## src/rtl/prism_in_cond_pkg.sv

```systemverilog
`default_nettype none
// ============================================================================
//  Module      : prism_in_cond_pkg
//  Description : Shared defaults and edge-classification helpers for the
//                PRISM input conditioner.
//  Contents    : PRISM_IN_WIDTH, PRISM_IN_CNT_W, edge_kind_t, edge_enabled()
//  Revision    : 1.0 - initial release
// ============================================================================
package prism_in_cond_pkg;

    localparam int PRISM_IN_WIDTH = 8;
    localparam int PRISM_IN_CNT_W = 4;

    // Kind of transition the debounced level is about to make this cycle.
    typedef enum logic [1:0] {
        EDGE_NONE = 2'd0,
        EDGE_RISE = 2'd1,
        EDGE_FALL = 2'd2
    } edge_kind_t;

    // True when the given transition kind is enabled for event reporting.
    function automatic logic edge_enabled(input edge_kind_t kind,
                                          input logic       rise_en,
                                          input logic       fall_en);
        return ((kind == EDGE_RISE) && rise_en) ||
               ((kind == EDGE_FALL) && fall_en);
    endfunction

endpackage
`default_nettype wire

```

## src/rtl/prism_in_cond_bit.sv

```systemverilog
`default_nettype none
// ============================================================================
//  Module      : prism_in_cond_bit
//  Description : One conditioned input channel: 2-flop synchronizer,
//                mismatch-run debounce counter, filtered level and
//                enabled edge pulse.
//  Ports       : clk, rst        - clock / synchronous active-high reset
//                din             - raw asynchronous pin
//                thresh          - debounce threshold N
//                rise_en/fall_en - edge event enables
//                filt_out        - debounced level (registered)
//                edge_pulse      - one-cycle enabled edge event (registered)
//  Revision    : 1.0 - initial release
// ============================================================================
module prism_in_cond_bit
    import prism_in_cond_pkg::*;
#(
    parameter int CNT_W = PRISM_IN_CNT_W
) (
    input  logic             clk,
    input  logic             rst,
    input  logic             din,
    input  logic [CNT_W-1:0] thresh,
    input  logic             rise_en,
    input  logic             fall_en,
    output logic             filt_out,
    output logic             edge_pulse
);

    logic             r_sync1;
    logic             r_sync2;
    logic [CNT_W-1:0] r_cnt;
    logic             r_filt;
    logic             r_pulse;

    logic             w_mismatch;
    logic             w_toggle;
    edge_kind_t       w_kind;

    assign w_mismatch = (r_sync2 != r_filt);
    // ">=" rather than "==" so a threshold lowered below the running count
    // still fires on the next mismatch cycle; the count also never wraps
    // because it only increments while below the threshold.
    assign w_toggle   = w_mismatch && (r_cnt >= thresh);

    always_comb begin
        w_kind = EDGE_NONE;
        if (w_toggle) begin
            w_kind = r_filt ? EDGE_FALL : EDGE_RISE;
        end
    end

    always_ff @(posedge clk) begin
        if (rst) begin
            r_sync1 <= 1'b0;
            r_sync2 <= 1'b0;
            r_cnt   <= '0;
            r_filt  <= 1'b0;
            r_pulse <= 1'b0;
        end else begin
            r_sync1 <= din;
            r_sync2 <= r_sync1;
            // Pulse is registered alongside the filter flop so both change
            // on the same edge.
            r_pulse <= edge_enabled(w_kind, rise_en, fall_en);
            if (!w_mismatch) begin
                r_cnt <= '0;
            end else if (w_toggle) begin
                r_filt <= ~r_filt;
                r_cnt  <= '0;
            end else begin
                r_cnt <= r_cnt + CNT_W'(1);
            end
        end
    end

    assign filt_out   = r_filt;
    assign edge_pulse = r_pulse;

endmodule
`default_nettype wire

```

## src/rtl/prism_in_cond.sv

```systemverilog
`default_nettype none
// ============================================================================
//  Module      : prism_in_cond
//  Description : PRISM input conditioner. WIDTH independent channels, each
//                synchronized and debounced, with per-bit edge events,
//                sticky edge flags (write-1-to-clear) and an interrupt.
//  Ports       : clk, rst      - clock / synchronous active-high reset
//                din           - raw asynchronous pins
//                cfg_thresh    - debounce threshold N (shared by all bits)
//                cfg_rise_en   - per-bit rising-edge event enable
//                cfg_fall_en   - per-bit falling-edge event enable
//                flag_clr      - per-bit clear pulse for edge_flags
//                filt_out      - debounced levels
//                edge_pulse    - one-cycle enabled edge events
//                edge_flags    - sticky captured edge events
//                irq           - OR of edge_flags (combinational)
//  Revision    : 1.0 - initial release
// ============================================================================
module prism_in_cond
    import prism_in_cond_pkg::*;
#(
    parameter int WIDTH = PRISM_IN_WIDTH,
    parameter int CNT_W = PRISM_IN_CNT_W
) (
    input  logic             clk,
    input  logic             rst,
    input  logic [WIDTH-1:0] din,
    input  logic [CNT_W-1:0] cfg_thresh,
    input  logic [WIDTH-1:0] cfg_rise_en,
    input  logic [WIDTH-1:0] cfg_fall_en,
    input  logic [WIDTH-1:0] flag_clr,
    output logic [WIDTH-1:0] filt_out,
    output logic [WIDTH-1:0] edge_pulse,
    output logic [WIDTH-1:0] edge_flags,
    output logic             irq
);

    logic [WIDTH-1:0] w_filt;
    logic [WIDTH-1:0] w_pulse;
    logic [WIDTH-1:0] r_flags;

    for (genvar gi = 0; gi < WIDTH; gi++) begin : g_bit
        prism_in_cond_bit #(
            .CNT_W (CNT_W)
        ) u_bit (
            .clk        (clk),
            .rst        (rst),
            .din        (din[gi]),
            .thresh     (cfg_thresh),
            .rise_en    (cfg_rise_en[gi]),
            .fall_en    (cfg_fall_en[gi]),
            .filt_out   (w_filt[gi]),
            .edge_pulse (w_pulse[gi])
        );
    end

    // A new event and a clear on the same bit in the same cycle: the OR of
    // the pulse is applied after masking, so the set wins.
    always_ff @(posedge clk) begin
        if (rst) begin
            r_flags <= '0;
        end else begin
            r_flags <= (r_flags & ~flag_clr) | w_pulse;
        end
    end

    assign filt_out   = w_filt;
    assign edge_pulse = w_pulse;
    assign edge_flags = r_flags;
    assign irq        = |r_flags;

endmodule
`default_nettype wire

```

## config.mk

```make
export PLATFORM = sky130hd
export DESIGN_NAME = prism_in_cond
export DESIGN_NICKNAME = d
export VERILOG_FILES = /design/src/rtl/prism_in_cond_pkg.sv /design/src/rtl/prism_in_cond_bit.sv /design/src/rtl/prism_in_cond.sv
export SDC_FILE = /design/constraint.sdc
export NUM_CORES = 1
export LEC_CHECK = 0
export CAP_MARGIN = 20
export CORE_MARGIN = 2
export CORE_UTILIZATION = 49
export CTS_BUF_LIST = sky130_fd_sc_hd__clkbuf_2 sky130_fd_sc_hd__clkbuf_4 sky130_fd_sc_hd__clkbuf_8
export DETAILED_ROUTE_END_ITERATION = 16
export MAX_ROUTING_LAYER = met4
export PLACE_DENSITY = 0.81
export SLEW_MARGIN = 40
export SYNTH_ARGS = -nofsm -noshare
export SYNTH_HDL_FRONTEND = slang
export SYNTH_HIERARCHICAL = 1
export SYNTH_SLANG_ARGS = --single-unit
```

## constraint.sdc

```tcl
create_clock -name clk -period 1.8 [get_ports clk]
set_clock_uncertainty 0.15 [all_clocks]
set_input_delay 0.54 -clock clk [delete_from_list [all_inputs] [get_ports clk]]
set_output_delay 0.54 -clock clk [all_outputs]
set_load 0.01 [all_outputs]
```

---- Yosys cells after proc, flatten, opt, wreduce, memory -nomap -nowiden ----
Cells that the tools add are included.
operators by class
  add/subtract/negate cells ............... 8
  magnitude comparators ................... 8
  equality and inequality tests ........... 24
  mux-type cells .......................... 16
  bitwise gates (word level) .............. 19
  reduce and logical (&&, ||, !) cells .... 49
operator list
  operator                                                               number
  4-bit by 1-bit adder with 4-bit output, second input constant          8
  4-bit greater-or-equal comparator                                      8
  2-bit two-way mux                                                      16
  1-bit logical AND                                                      24
  3-bit OR reduction                                                     8
  2-bit by 1-bit equality test with 1-bit output, second input constant  8
  2-bit equality test, second input constant                             8
  1-bit NOT                                                              16
  2-bit AND reduction                                                    8
  8-bit AND                                                              1
  1-bit logical OR                                                       8
  1-bit inequality test                                                  8
  8-bit NOT                                                              1
  8-bit bitwise OR                                                       1
  8-bit OR reduction                                                     1
storage, ports and cells
  flip-flop bits (word level) ............. 72
  bits of input ports ..................... 38

---- Longest topological paths before layout ----
Gate-level depths: netlist of the first run.
  depth after elaboration ................. 6
  mapped depth ............................ 6

---- Hierarchy ----
The synthesis of the first run kept the hierarchy.
modules (own cells, without submodules)
  module             times used  cells each  area an instance (sq um)  seq. area each (sq um)
  prism_in_cond_bit  8           39          402.9                     160.2
  prism_in_cond      1           36          301.5                     160.2

---- Worst setup path before layout of the first run ----
No wires, ideal clock.
  path kind ............................... input-to-reg
  start ................................... in cfg_thresh[0]
  end ..................................... reg g_bit[0].u_bit.r_filt
  data arrival time ....................... 1.560 ns
  path slack .............................. -0.028 ns
  stages on the path ...................... 5
  cells stage by stage .................... ha_1 -> nand2b_4 -> a2111oi_4 -> or3b_1 -> a21oi_1
between the ends
  word-level cells in the longest chain between the ends .. 3
ends and longest elaborated chain
  item                                  RTL line                 text
  start: declaration                    prism_in_cond.sv:28      input logic [CNT_W-1:0] cfg_thresh,
  4-bit greater-or-equal comparator     prism_in_cond_bit.sv:44  assign w_toggle = w_mismatch && (r_cnt >= thresh);
  1-bit logical AND                     prism_in_cond_bit.sv:44
  2-bit AND reduction (no source line)  n/a
  end signal: assignment                prism_in_cond_bit.sv:69  r_filt <= ~r_filt;
  end: declaration                      prism_in_cond_bit.sv:33  logic r_filt;
Every way passes these cells.
A chain may end at the register's enable or synchronous reset.

---- Final worst setup path of the first run ----
  start ................................... reg r_flags[6], in the netlist edge_flags[6]
  end ..................................... out irq
between the ends
  word-level cells in the longest chain between the ends .. 1
ends and longest elaborated chain
  item                      RTL line             text
  start: declaration        prism_in_cond.sv:40  logic [WIDTH-1:0] r_flags;
  start signal: assignment  prism_in_cond.sv:63  r_flags <= (r_flags & ~flag_clr) | w_pulse;
  8-bit OR reduction        prism_in_cond.sv:70  assign irq = |r_flags;
  end: declaration          prism_in_cond.sv:35  output logic irq
Every way passes these cells.

==> summary by stage, run 1 <==
Timing
The worst-margin pin slew is 0.389 ns. Setup repair after global routing could not meet its margin everywhere. The worst-case headroom to the max-slew limit is 0.740. Summed over all failing endpoints, the final setup total negative slack is -0.0539 ns. The max-slew violation count is 0.

Of the available clock period, the critical path in the final layout requires 1.03. Setup slack on the critical path of the routed design comes to -0.0539 ns. The final hold violation count is 0. The setup violation total in the final timing report is 1.

For this run, the top clock speed supported by timing is 0.539 GHz. Subtracting the final worst setup slack from the clock period gives 1.85 ns.

Worst setup path
The worst endpoint required time is 1.11 ns. The worst setup path is launched from a register. Measured in cells, the most critical reg-to-reg path has a length of 7. The endpoint identified for the worst register-to-register timing path is g_bit[6].u_bit/filt_out. The type of the worst setup path is register to output pin. The element type at the critical path end is an output pin. The startpoint identified for the worst register-to-register timing path is g_bit[6].u_bit/r_cnt[0]. Data on the critical path arrives at its endpoint at 1.16 ns.

Setup slack on the worst reg-to-reg path comes out at 0.06 ns. The largest fanout of any net on the critical path is 2.

GRT
The first global-routing pass estimated 12400 um of wire. The initial antenna violation count is 0. The total grt overflow is 0.

The via count of the first global-routing pass is 2759. For this run, the total global-route usage over all layers was measured as 0.215. Entering global routing, the biggest net connects 13 pins.

Yosys
In the synthesized netlist the dominant register cell turns out to be sky130_fd_sc_hd__dfxtp_1. The synthesized design spends more area on one cell type than any other, namely sky130_fd_sc_hd__dfxtp_1. The share of the Yosys chip area taken by registers is 0.409. The warning count from the yosys run is 6. Synthesis inferred 72 register bits. The parity-gate share of the synthesized area counting xor and xnor cells is 0.0596. The async set-reset flop share out of synthesis is 0. When the netlist entered floorplanning its net count stood at 426. The synthesized instance count is 348. The share of synthesized area in the top cell type comes to 0.409. The number of distinct library cell variants in the gate-level netlist after synthesis is 21.

The number of flops mapped to enable cells by yosys is 0. After synthesis, the largest family of logic cells by area is simple AND/OR/NAND/NOR gates. Ranked by total cell area, the synthesized netlist is headed by sky130_fd_sc_hd__dfxtp_1 (41%), sky130_fd_sc_hd__ha_1 (14%), sky130_fd_sc_hd__a2111oi_4 (6.2%). The netlist area before placement is 0.00352 mm^2. In this run the mean area of a mapped cell was 10.1 um^2.

The post-synthesis mux area share is 0.0227. Of the total synthesized cell area, the portion taken by full adders, half adders and majority gates is 0.142. Of the total synthesized cell area, the portion taken by AND, OR, NAND and NOR gates is 0.181. The compound-cell area share of the yosys netlist was 0.133.

Die
The die covers 0.00789 mm^2. The number of primary I/O pins is 63. The initialized floorplan defines 30 standard-cell rows. In this run the vertical extent of the chip is 88.8 um. Measured along the x axis, the die boundary spans 88.8 um. The effective utilization at floorplan is 0.513. The core outline area is 0.00687 mm^2.

Place
The weighted congestion at the end of routability-driven global placement is 0.802. Timing analysis after detailed placement gives a worst setup slack of -0.791 ns. The count of buffers from port buffering is 62.

The total half-perimeter wirelength after legalization and detailed placement is 5530 um.

Clock network
The H-tree depth is 3. The clock passes through at most 2 buffers. The number of sinks on the clock net is 72. The root buffer cell is sky130_fd_sc_hd__clkbuf_8. TritonCTS built the clock tree.

The number of clock buffers added by TritonCTS is 9. Clock-pin slew was measured on the worst setup and hold paths at 0.07 ns. The clock insertion delay at the later pin of the skew report is 0.34 ns.

Cells and area
The library cells used most frequently in the layout, excluding fill and tap cells, are sky130_fd_sc_hd__dfxtp_1 (61), sky130_fd_sc_hd__inv_1 (46), sky130_fd_sc_hd__nor2_1 (44). Summing all multi-input logic gate instances after layout gives 0.00213 mm^2. The number of filler cells placed in the layout is 468. The leading cell type in the layout, fill and taps excluded is sky130_fd_sc_hd__dfxtp_1. Of the cells placed in the final design, the portion with a size suffix greater than 1 is 0.276. Across the whole layout, storage elements account for 0.00146 mm^2. The antenna diode count is 0.

The number of nets in the final layout is 540. From synthesis to final layout, the design area changed by 43.8%.

Power
The design draws 3530 uW. For this design the ratio of total power to cell area is 697 mW/mm^2. The analysis attributes to cell leakage a power of 0.00214 uW. VDD sags by at most 0.587 mV.

Drt
In the final routed layout, each cell accounts on average for 14.6 um. For this run, the detailed router's first-pass iteration total came to 4. The final wirelength is 8210 um.

The count of antenna-violating nets left after detailed routing is 0. The number of violations reported at the end of detailed-routing iteration 0 is 97. The detailed-route vias per instance is 4.97. The count of vias placed by the detailed router is 2797. After detailed routing, the number of remaining DRC violations is 0.

Hold path
The type of the worst min-delay path is register to register. The worst hold path endpoint is g_bit[6].u_bit/r_sync2. The instance count along the most critical hold path is 1. The worst hold path begins at g_bit[6].u_bit/r_sync1.

Outcome
The checks that failed: negative setup slack. The flow ran to the end, but the final reports show violations.

Run
The number of violations of the max-capacitance limit is 0.
==> through the flow <==
stage / instances / area, um^2 / util / hold WS (ns)
floorplan: 348 / 3520 / - / 0.264
global placement: 543 / 4600 / 0.669 / 0.267
detailed placement: 543 / 4600 / 0.669 / 0.275
CTS: 563 / 5000 / 0.727 / 0.293
global route: 563 / 5070 / 0.738 / 0.299
finish: 563 / 5070 / 0.738 / 0.288
==> layout make-up <==
cell class / count / area share
clock inverter: 5 / 0.0156
sequential: 72 / 0.287
multi-input combinational: 227 / 0.420
tap: 96 / 0.0237
clock buffer: 11 / 0.0299
inverter: 48 / 0.0355
timing repair buffer: 104 / 0.188
==> state kept, by name, indices dropped and copies added, names as in the netlist <==
register,flops
edge_flags,8
g_bit.u_bit/edge_pulse,8
g_bit.u_bit/filt_out,8
g_bit.u_bit/r_cnt,32
g_bit.u_bit/r_sync1,8
g_bit.u_bit/r_sync2,8
==> per-layer routing <==
layer,global-route usage,vias to the layer above,part of all wire
li1,-,1388,-
met1,0.233,1303,0.41
met2,0.377,83,0.50
met3,0.0401,23,0.056
met4,0.102,0,0.030
met5,-,-,0
==> power breakdown <==
| part | switching [uW] | total [uW] | internal [uW] |
|---|---|---|---|
| registers | 15.8 | 1630 | 1620 |
| clock network | 598 | 1450 | 854 |
| logic | 180 | 446 | 266 |
==> cell usage after synthesis (16+ instances only) <==
cell	count
sky130_fd_sc_hd__dfxtp_1	72
sky130_fd_sc_hd__inv_1	48
sky130_fd_sc_hd__nor2_1	48
sky130_fd_sc_hd__ha_1	40
sky130_fd_sc_hd__a21oi_1	16
sky130_fd_sc_hd__nor2b_1	16
sky130_fd_sc_hd__xnor2_1	16
==> worst max path at each step <==
stage,cells after the start,slack (ns),to,from
finish,3,-0.05,irq,edge_flags[6]
global route,3,-0.13,irq,edge_flags[2]
CTS,3,-0.06,irq,edge_flags[6]
detailed placement,8,-0.79,g_bit[5].u_bit/r_cnt[3],cfg_thresh[1]
global placement,8,-0.71,g_bit[5].u_bit/r_cnt[0],cfg_thresh[1]
floorplan,5,0.03,g_bit[0].u_bit/filt_out,cfg_thresh[0]
==> critical path, cell delays in order, from the launching register on <==
cell                      delay (ns)
sky130_fd_sc_hd__dfxtp_2        0.33
sky130_fd_sc_hd__nor4_2         0.26
sky130_fd_sc_hd__nand2_1        0.09
sky130_fd_sc_hd__buf_2          0.14
==> cells by family after synthesis <==
family                   after synthesis
flip-flops                            72
XOR/XNOR                              24
multiplexers                           8
AND/OR/NAND/NOR                      107
buffers and inverters                 49
AO/OA/AOI/OAI                         48
adder cells (fa/ha/maj)               40
==> repair_timing <==
action                                 in CTS  in global routing
gates resized for setup                    66                 25
buffers inserted                            4                  0
hold buffers                                0                  0
pin swaps                                  22                 19
endpoints found under the hold margin       0                  0
setup endpoints to repair                  73                 45
Power figures use the tool's default switching activity.
==> run 2, diff against run 1 <==
--- a/config.mk
+++ b/config.mk
@@ -10,7 +10,6 @@
 export CORE_UTILIZATION = 49
 export CTS_BUF_LIST = sky130_fd_sc_hd__clkbuf_2 sky130_fd_sc_hd__clkbuf_4 sky130_fd_sc_hd__clkbuf_8
 export DETAILED_ROUTE_END_ITERATION = 16
-export MAX_ROUTING_LAYER = met4
 export PLACE_DENSITY = 0.81
 export SLEW_MARGIN = 40
 export SYNTH_ARGS = -nofsm -noshare
==> run 2 against run 1 <==
Net effect: the flow still finishes with violations (negative setup slack); routed wire length decreased by 0.26%; design area unchanged; sequential share of layout area unchanged; register-to-register slack about the same; flip-flop and latch count unchanged; combinational power about the same; clock power about the same; cell count unchanged; setup slack improved by 0.0025 ns; global-route usage decreased by 0.66 points; maximum frequency increased by 0.13%; critical path depth unchanged; critical path type unchanged; critical endpoint unchanged; largest cell class unchanged; largest power group unchanged.
==> summary by stage, run 2 (same netlist as run 1, synthesis figures left out) <==
Drt
The detailed-route wire length on metal 1 is 3330 um. Dividing the detail-routed via count by the number of cells gives 4.99. Wire segments on met3 add up to 468 um in the final route. The total DRC errors in the routed layout is 0.

The routed design uses 4140 um of met2 wire. The detailed-routing iteration count for the pre-antenna-repair pass is 4. The count of vias placed by the detailed router is 2808.

The final wirelength is 8190 um. The detailed router used layers up to and including met4. The detail route stage leaves a number of antenna-violating nets equal to 0.

The first routing iteration left 109 violations. The detail-routed net length per standard cell is 14.5 um.

Hold path
The type of the worst min-delay path is register to register.

Clock network
The number of sinks on the clock net is 72. The clock passes through at most 2 buffers. The H-tree depth is 3. The total CTS buffers is 9. Clock-pin slew was measured on the worst setup and hold paths at 0.08 ns.

Clock latency on the worst-skew pair, taken at its later pin, is 0.34 ns. The hold-fix buffer count after cts is 0. TritonCTS built the clock tree. The tree is rooted in a sky130_fd_sc_hd__clkbuf_8.

GRT
The initial antenna violation count is 0. The total grt overflow is 0. The via count of the first global-routing pass was 2768. Across every metal layer, demand over resource in global routing totals 0.208. The maximum number of pins on one net before global-route repair is 13. The first global-routing pass estimated 12400 um of wire.

Timing
The setup violation total in the final timing report is 1. The max-slew violation count is 0. After layout, the minimum clock period comes to 1.85 ns. The worst-case headroom to the max-slew limit is 0.740. Dividing the final minimum period by the clock period gives 1.03.

The worst-margin pin slew is 0.390 ns. The least setup slack across all paths after layout is -0.0514 ns. Based on the critical path, the design can be clocked at up to 0.540 GHz. Setup repair after global routing could not meet its margin everywhere. The final hold violation count is 0.

Die
The floorplan row count is 30. The height of the die is 88.8 um. The die boundary width is 88.8 um. The initial utilization of the core area, before any placement, comes to 0.513.

In this run the count of I/O pins placed on the die edge is 63. The core outline area is 0.00687 mm^2. The floorplan step defined a die boundary enclosing 0.00789 mm^2.

Cells and area
The leading cell type in the layout, fill and taps excluded is sky130_fd_sc_hd__dfxtp_1. Once layout is complete, the utilization of the core stands at 0.738. The top cell types in the final layout, fill and taps aside, are sky130_fd_sc_hd__dfxtp_1 (61), sky130_fd_sc_hd__inv_1 (46), sky130_fd_sc_hd__nor2_1 (44). The number of antenna diodes in the final layout is 0.

The net count of the finished layout is 540. The post-layout instance count excluding filler cells is 563. The share of final-layout standard cells stronger than drive strength 1 is 0.276. g_bit.u_bit/r_cnt holds more flip-flops than any other register. The finished cells cover 0.00507 mm^2. The synthesis-to-layout area growth is 43.8%.

The register with the most flip-flops in the layout has 32 of them.

Power
Total power for the finished layout comes to 3530 uW. The peak supply drop is 0.587 mV. The static power due to leakage is 0.00214 uW. The total power per unit cell area is 696 mW/mm^2.

Worst setup path
The largest stage delay on the critical path is 0.33 ns. The internal reg-to-reg setup slack is 0.05 ns. The arrival time of data at the critical path endpoint is 1.16 ns. The type of element launching the critical path is a register. Among all stages on the critical path, the largest delay is contributed by sky130_fd_sc_hd__dfxtp_2. The signal on the critical path passes through nor4_2 > nand2_1 > buf_2.

The largest fanout of any net on the critical path is 2. STA puts the critical path data required time at 1.11 ns. Grouping stages by cell kind, the critical path spends the most delay in simple AND/OR/NAND/NOR gates.

STA classifies the critical path endpoint as an output pin. The setup path with the least slack is of type register to output pin. The buffers plus inverters on the worst setup path is 1.

Outcome
The checks that failed: negative setup slack. The run finished, with violations left.

Place
The total half-perimeter wirelength after legalization and detailed placement is 5530 um. Prior to clock tree synthesis, the placed netlist has a worst setup slack of -0.791 ns. Once placement finished, the instance area stood at 0.00460 mm^2.

The count of buffers from port buffering is 62. Once placement completed, the tool counted placed cells totaling 543. At the end of routability-driven placement, the weighted congestion stood at 0.791.

Run
Max-cap violations in this run came to 0.
run 2: cell counts in the layout (fill, tap and decap cells not counted):
No cell type changed its count.
run 2: layout make-up:
cell class              count  area (um^2)
multi-input cells         227         2130
fillers                   468         1800
flip-flops and latches     72         1460
repair buffers            104          953
inverters                  48          180
clock buffers              11          151
well taps                  96          120
clock inverters             5         78.8
run 2: path summary, 6_finish.rpt:
check | startpoint | to | depth (start not counted)
max | edge_flags[6] | irq | 3
min | g_bit[2].u_bit/r_cnt[0] | g_bit[2].u_bit/r_cnt[0] | 1
max reg2reg | g_bit[6].u_bit/r_cnt[0] | g_bit[6].u_bit/filt_out | 7
min reg2reg | g_bit[2].u_bit/r_cnt[0] | g_bit[2].u_bit/r_cnt[0] | 1
run 2: where the power goes:
group          internal, uW  total, uW  leakage (uW)  switching, uW
clock                   854       1450      0.000119            596
combinational           266        446       0.00143            180
sequential             1620       1630      0.000589           15.7
run 2: layer usage:
metal	up-vias	GRT usage
met2	89	0.378
met3	23	0.0401
met4	0	0.102
li1	1390	-
met1	1306	0.231
met5	-	0
run 2: stage by stage:
step	hold slack, ns	TNS [ns]
2_1_floorplan	0.264	0
3_3_place_gp	0.267	-31.21
3_5_place_dp	0.275	-33.59
4_1_cts	0.293	-0.0619
5_1_grt	0.299	-0.208
6_report	0.286	-0.0514
run 2: what timing repair did:
item | 4_1_cts | 5_1_grt
endpoints found under the hold margin | 0 | 0
endpoints found under the setup margin | 73 | 45
gates resized for setup | 66 | 25
buffers inserted | 4 | 0
pin swaps | 22 | 19
==> run 3, diff against run 2 <==
--- a/config.mk
+++ b/config.mk
@@ -10,6 +10,7 @@
 export CORE_UTILIZATION = 49
 export CTS_BUF_LIST = sky130_fd_sc_hd__clkbuf_2 sky130_fd_sc_hd__clkbuf_4 sky130_fd_sc_hd__clkbuf_8
 export DETAILED_ROUTE_END_ITERATION = 16
+export MAX_ROUTING_LAYER = met4
 export PLACE_DENSITY = 0.81
 export SLEW_MARGIN = 40
 export SYNTH_ARGS = -nofsm -noshare
==> results of run 3 <==
Same layout as run 1: the final DEF is identical, and so are final timing and power.
